$ cat src/rtl/lcd_pkg.sv
// Shared types and constants for the LCD bus sequencer.
// FSM states, register map, FIFO depth and reset values.
package lcd_pkg;

  typedef enum logic [1:0] {
    IDLE,
    SETUP,
    PULSE,
    HOLD
  } lcd_state_t;

  localparam logic [1:0] ADDR_CMD  = 2'd0;
  localparam logic [1:0] ADDR_DAT  = 2'd1;
  localparam logic [1:0] ADDR_TIM  = 2'd2;
  localparam logic [1:0] ADDR_STAT = 2'd3;

  localparam int FIFO_DEPTH = 4;
  localparam int CNT_W = $clog2(FIFO_DEPTH + 1);

  localparam logic [11:0] TIMING_RST = 12'h313;

  typedef struct packed {
    logic       rs;
    logic [7:0] data;
  } lcd_entry_t;

  typedef struct packed {
    logic [3:0] hold;
    logic [3:0] pulse;
    logic [3:0] setup;
  } lcd_timing_t;

endpackage

$ cat src/rtl/lcd_cmd_fifo.sv
// Small command FIFO between the register port and the bus FSM.
// Pushes when full and pops when empty are ignored.
module lcd_cmd_fifo #(
  parameter  int W  = 9,
  parameter  int D  = 4,
  localparam int AW = (D > 1) ? $clog2(D) : 1,
  localparam int CW = $clog2(D + 1)
) (
  input  logic          clk,
  input  logic          reset_n,
  input  logic          push,
  input  logic [W-1:0]  wdata,
  input  logic          pop,
  output logic [W-1:0]  rdata,
  output logic [CW-1:0] count,
  output logic          full,
  output logic          empty
);

  logic [W-1:0]  mem [D];
  logic [AW-1:0] wp, rp;
  logic          do_push, do_pop;

  assign full    = (count == CW'(D));
  assign empty   = (count == '0);
  assign do_push = push & ~full;
  assign do_pop  = pop & ~empty;
  assign rdata   = mem[rp];

  function automatic logic [AW-1:0] inc(
    input logic [AW-1:0] p
  );
    return (p == AW'(D - 1)) ? '0 : p + 1'b1;
  endfunction

  // Storage array, written on accepted pushes.
  always_ff @(posedge clk) begin
    if (do_push) mem[wp] <= wdata;
  end

  // Pointers and occupancy.
  always_ff @(posedge clk or negedge reset_n) begin
    if (!reset_n) begin
      wp    <= '0;
      rp    <= '0;
      count <= '0;
    end else begin
      if (do_push) wp <= inc(wp);
      if (do_pop)  rp <= inc(rp);
      unique case ({do_push, do_pop})
        2'b10:   count <= count + 1'b1;
        2'b01:   count <= count - 1'b1;
        default: count <= count;
      endcase
    end
  end

endmodule

$ cat src/rtl/lcd_bus_seq.sv
// Avalon-MM slave that sequences queued bytes onto an 8080-style
// LCD bus with programmable setup/pulse/hold phases.
module lcd_bus_seq
  import lcd_pkg::*;
(
  input  logic        clk,
  input  logic        reset_n,
  input  logic [1:0]  address,
  input  logic        chipselect,
  input  logic        write_n,
  input  logic        read_n,
  input  logic [15:0] writedata,
  output logic [15:0] readdata,
  output logic        lcd_cs_n,
  output logic        lcd_rs,
  output logic        lcd_wr_n,
  output logic [7:0]  lcd_data
);

  lcd_state_t       state, state_n;
  lcd_timing_t      timing, tm_w;
  logic [3:0]       cnt, cnt_n;
  logic             ovf;
  logic             wr, wr_fifo, wr_tim, wr_clr;
  logic             pop, full, empty, busy;
  logic [CNT_W-1:0] count;
  lcd_entry_t       wentry, rentry;
  logic             unused_in;

  assign wr      = chipselect & ~write_n;
  assign wr_fifo = wr & ~address[1];
  assign wr_tim  = wr & (address == ADDR_TIM);
  assign wr_clr  = wr & (address == ADDR_STAT);
  assign wentry  = {address == ADDR_DAT, writedata[7:0]};
  assign pop     = (state == IDLE) & ~empty;
  assign busy    = (state != IDLE) | ~empty;

  assign unused_in = ^{read_n, writedata[15:12]};

  lcd_cmd_fifo #(
    .W ($bits(lcd_entry_t)),
    .D (FIFO_DEPTH)
  ) u_fifo (
    .clk     (clk),
    .reset_n (reset_n),
    .push    (wr_fifo),
    .wdata   (wentry),
    .pop     (pop),
    .rdata   (rentry),
    .count   (count),
    .full    (full),
    .empty   (empty)
  );

  // Zero-wait register readback.
  always_comb begin
    readdata = '0;
    unique case (address)
      ADDR_TIM:  readdata = {4'b0, timing};
      ADDR_STAT: readdata = {11'b0, count, ovf, busy};
      default:   readdata = '0;
    endcase
  end

  // Sticky overflow and the TIMING register.
  always_ff @(posedge clk or negedge reset_n) begin
    if (!reset_n) begin
      ovf    <= 1'b0;
      timing <= TIMING_RST;
    end else begin
      if (wr_fifo & full) ovf <= 1'b1;
      else if (wr_clr)    ovf <= 1'b0;
      if (wr_tim) timing <= writedata[11:0];
    end
  end

  // FSM state and phase counter.
  always_ff @(posedge clk or negedge reset_n) begin
    if (!reset_n) begin
      state <= IDLE;
      cnt   <= '0;
    end else begin
      state <= state_n;
      cnt   <= cnt_n;
    end
  end

  // Next state: each phase lasts field+1 cycles.
  always_comb begin
    state_n = state;
    cnt_n   = cnt;
    case (state)
      IDLE: begin
        if (!empty) begin
          state_n = SETUP;
          cnt_n   = timing.setup;
        end
      end
      SETUP: begin
        if (cnt == '0) begin
          state_n = PULSE;
          cnt_n   = tm_w.pulse;
        end else begin
          cnt_n = cnt - 1'b1;
        end
      end
      PULSE: begin
        if (cnt == '0) begin
          state_n = HOLD;
          cnt_n   = tm_w.hold;
        end else begin
          cnt_n = cnt - 1'b1;
        end
      end
      HOLD: begin
        if (cnt == '0) state_n = IDLE;
        else           cnt_n   = cnt - 1'b1;
      end
      default: state_n = IDLE;
    endcase
  end

  // Registered bus pins; rs/data/timing latched once per transfer.
  always_ff @(posedge clk or negedge reset_n) begin
    if (!reset_n) begin
      lcd_cs_n <= 1'b1;
      lcd_wr_n <= 1'b1;
      lcd_rs   <= 1'b0;
      lcd_data <= 8'h00;
      tm_w     <= TIMING_RST;
    end else begin
      lcd_cs_n <= (state == IDLE);
      lcd_wr_n <= (state != PULSE);
      if (pop) begin
        lcd_rs   <= rentry.rs;
        lcd_data <= rentry.data;
        tm_w     <= timing;
      end
    end
  end

endmodule
$ cat config.mk
export PLATFORM = sky130hd
export DESIGN_NAME = lcd_bus_seq
export DESIGN_NICKNAME = d
export VERILOG_FILES = /design/src/rtl/lcd_pkg.sv /design/src/rtl/lcd_cmd_fifo.sv /design/src/rtl/lcd_bus_seq.sv
export SDC_FILE = /design/constraint.sdc
export NUM_CORES = 1
export LEC_CHECK = 0
export BUFFER_PORTS_ARGS = -buffer_cell sky130_fd_sc_hd__buf_4
export CORE_MARGIN = 2
export CORE_UTILIZATION = 51
export CTS_CLUSTER_DIAMETER = 60
export DETAILED_ROUTE_END_ITERATION = 10
export GPL_ROUTABILITY_DRIVEN = 0
export MAX_ROUTING_LAYER = met4
export PLACE_DENSITY_LB_ADDON = 0.3
export REMOVE_ABC_BUFFERS = 1
export SETUP_SLACK_MARGIN = 0.02
export SYNTH_ARGS = -nofsm -noshare
export SYNTH_HDL_FRONTEND = slang
export SYNTH_SLANG_ARGS = --single-unit
$ cat constraint.sdc
create_clock -name clk -period 2 [get_ports clk]
set_input_delay 0.2 -clock clk [delete_from_list [all_inputs] [get_ports clk]]
set_output_delay 0.2 -clock clk [all_outputs]
set_load 0.05 [all_outputs]
==> flow_metrics.tcl <==
set metrics [dict create \
    run_status "completed" \
    synthMostInstantiatedCell "edfxtp_1" \
    final-seq-area_mm2 0.00222 \
    io_buffers 40 \
    fmax_mhz 536 \
    synthesis.area_mm2 0.00367 \
    rsz0062_at_grt "no" \
    p_int_w 0.00408 \
    overflow 0 \
    ant_nets 0 \
    period_share 0.932 \
    post-route-drc-count 0 \
    end_kind "flop" \
    p_leak_nw 1.87 \
    die_w_um 88.8 \
    ir_drop_mv 0.549 \
    crit_path_start_kind "flop" \
    setup_viol 0 \
    multi_input_area_mm2 0.00133 \
    ys.flop_type "edfxtp_1" \
    worst-slew-pin-transition_ns 0.581 \
    crit_fanout 2 \
    die_area_mm2 0.00789 \
    vias_per_cell 5.15 \
    slowest_stage "dfrtp_2" \
    hold_path.class "in -> reg" \
    drt_iter0_drc 114 \
    clk_latency_ns 0.35 \
    num_antenna_cells 0 \
    dp_hpwl_mm 4.58 \
    cp_slowest_stage_delay_ns 0.42 \
    clk_pin_slew_ns 0.09 \
    p_clk_frac 0.181 \
    dp_slack_ns -0.00809 \
    routed_wl_mm 6.57 \
    fin_util 0.640 \
    cts_tree "yes" \
    drv_slew 0 \
    grt_pass1_wl_mm 10.8 \
    worstSetupPathType "reg -> reg" \
    ys_seq_area_frac 0.605 \
    synth_cell_type_count 41 \
    r2r_setup_slack_ns 0.14 \
    wl_per_cell_um 15.6 \
    nFillCells 517 \
    start_util 0.534 \
    ys_warn_count 0 \
    grt_antenna_before_repair 0 \
    syn_avg_cell_area_um2 14.2 \
    syn_inst 259 \
    min_period_ns 1.86 \
    clk_path_buf_depth 2 \
    power_density_mw_per_mm2 1500 \
    switching_share 0.380 \
    cts-root-buf "clkbuf_8" \
    p_total_w 0.00658 \
    grt_usage 0.196 \
    yosys-top-cells-area "edfxtp_1 29%, dfrtp_1 24%, dfstp_2 7.2%" \
    synthToLayoutAreaGrowth_pct 19.7 \
    slew_headroom 0.613 \
    required_ns 2.28 \
    synth_commonest_cells "36 x edfxtp_1, 35 x dfrtp_1, 34 x nand2_1, 22 x mux2_2, 14 x inv_1" \
    dr.pass1.iters 4 \
    hold_violations 0 \
    async_flop_share 0.556 \
    cts_buffers 9 \
    skew_ns 0.00671 \
    seq_power_share 0.386 \
    io_pins 50 \
    maxCapViolations 0 \
    dpl_cell_area_mm2 0.00411 \
    synth_top_area_frac 0.294 \
    final_nets 356 \
    htree_levels 3 \
    synth_edf_count 36 \
    layout-drive-gt1-share 0.417 \
    rows 30 \
    grt_pass1_vias 2176 \
    critical_path_arrival_ns 2.14 \
    pwr-share-comb 0.433 \
    vias 2162 \
    die_y_um 88.8 \
    p_switching_w 0.00250 \
    clock_sinks 81 \
    cp_cell_sequence "inv_2, and3_4, nor3b_4, inv_1, ha_2, inv_1, fa_2, xor2_1, nor2_1, xor2_1" \
    synth_area_leader_cell "edfxtp_1" \
    core_mm2 0.00687 \
    grt_max_degree 46 \
    final_area_mm2 0.00439 \
    ys_ff_latch 81 \
    tns_ns 0 \
    fin_ws_ns 0.136 \
]
kinds of logic (layout without fill, tap and decap cells):
| kind of cell | Yosys count | after routing | synth area share |
|---|---|---|---|
| fa+ha+maj | 14 | 14 | 0.0498 |
| flops | 81 | 81 | 0.605 |
| xor+xnor | 4 | 4 | 0.00955 |
| simple gates | 67 | 67 | 0.0982 |
| other cells | 1 | 4 | 0.00102 |
| buf+inv | 29 | 91 | 0.0460 |
| compound gates | 28 | 28 | 0.0573 |
| mux | 35 | 35 | 0.134 |
critical path: cells and delay by family (launching register included):
kind / cells / cell delay [ns]
buffers and inverters: 3 / 0.20
adder cells (fa/ha/maj): 2 / 0.51
XOR/XNOR: 2 / 0.29
flip-flops: 1 / 0.42
AND/OR/NAND/NOR: 3 / 0.37
state kept, by name, summed over array words and instances, names as in the netlist:
name          cells
cnt               4
ovf               1
u_fifo.count      3
u_fifo.mem       36
lcd_rs            1
tm_w              8
u_fifo.rp         2
timing           12
lcd_cs_n          1
lcd_wr_n          1
state             2
lcd_data          8
u_fifo.wp         2
power by group through the flow:
stage	Combinational, W	Clock [W]	Sequential (W)
2_1_floorplan	0.00154	0	0.00294
3_5_place_dp	0.00270	0	0.00258
3_3_place_gp	0.00262	0	0.00256
4_1_cts	0.00281	0.00122	0.00253
6_report	0.00285	0.00119	0.00254
5_1_grt	0.00314	0.00128	0.00259
per-layer routing:
layer	wire length, um	track usage	up-vias	part of all wire
li1	-	-	1031	-
met1	2950	0.262	1067	0.45
met2	3200	0.296	54	0.49
met3	302	0.0354	10	0.046
met4	119	0.0826	0	0.018
met5	0	-	-	0
final timing paths:
kind,from,to,depth (start not counted)
min in group asynchronous,reset_n,lcd_data[0],2
worst min register to register,timing[9],tm_w[9],2
worst max register to register,u_fifo.count[0],u_fifo.count[2],10
max in group asynchronous,reset_n,u_fifo.count[2],2
worst max-delay path,u_fifo.count[0],u_fifo.count[2],10
worst min-delay path,writedata[3],u_fifo.mem[0][3],1
cells in the final DEF, fill, tap and decap left out, types with 5 or more instances in the layout:
| master | instances |
|---|---|
| dfrtp_1 | 33 |
| a21oi_1 | 5 |
| edfxtp_1 | 36 |
| a22o_1 | 6 |
| inv_2 | 5 |
| mux2_2 | 22 |
| mux4_2 | 9 |
| clkbuf_8 | 9 |
| nor2b_1 | 8 |
| and2_1 | 12 |
| inv_1 | 11 |
| buf_4 | 57 |
| ha_1 | 10 |
| dfstp_2 | 10 |
| nand2_1 | 34 |
cell type report:
class | count | area share
inverter | 16 | 0.0137
timing repair buffer | 59 | 0.104
multi-input combinational | 152 | 0.303
tap | 96 | 0.0273
clock inverter | 7 | 0.0174
sequential | 81 | 0.506
clock buffer | 9 | 0.0282
per-stage QoR:
step / std cells / hold WS (ns)
detailed placement: 398 / 0.243
global route: 420 / 0.0446
floorplan: 249 / -0.0956
CTS: 419 / 0.0421
global placement: 398 / 0.235
finish: 420 / 0.0553
repair_timing:
item	in CTS	in global routing
hold endpoints to repair	35	0
endpoints found under the setup margin	2	3
gates resized for setup	3	10
pin swaps	0	1
setup buffers	4	1
hold buffers	1	0
Note: power is estimated with default switching activity, not from simulation.
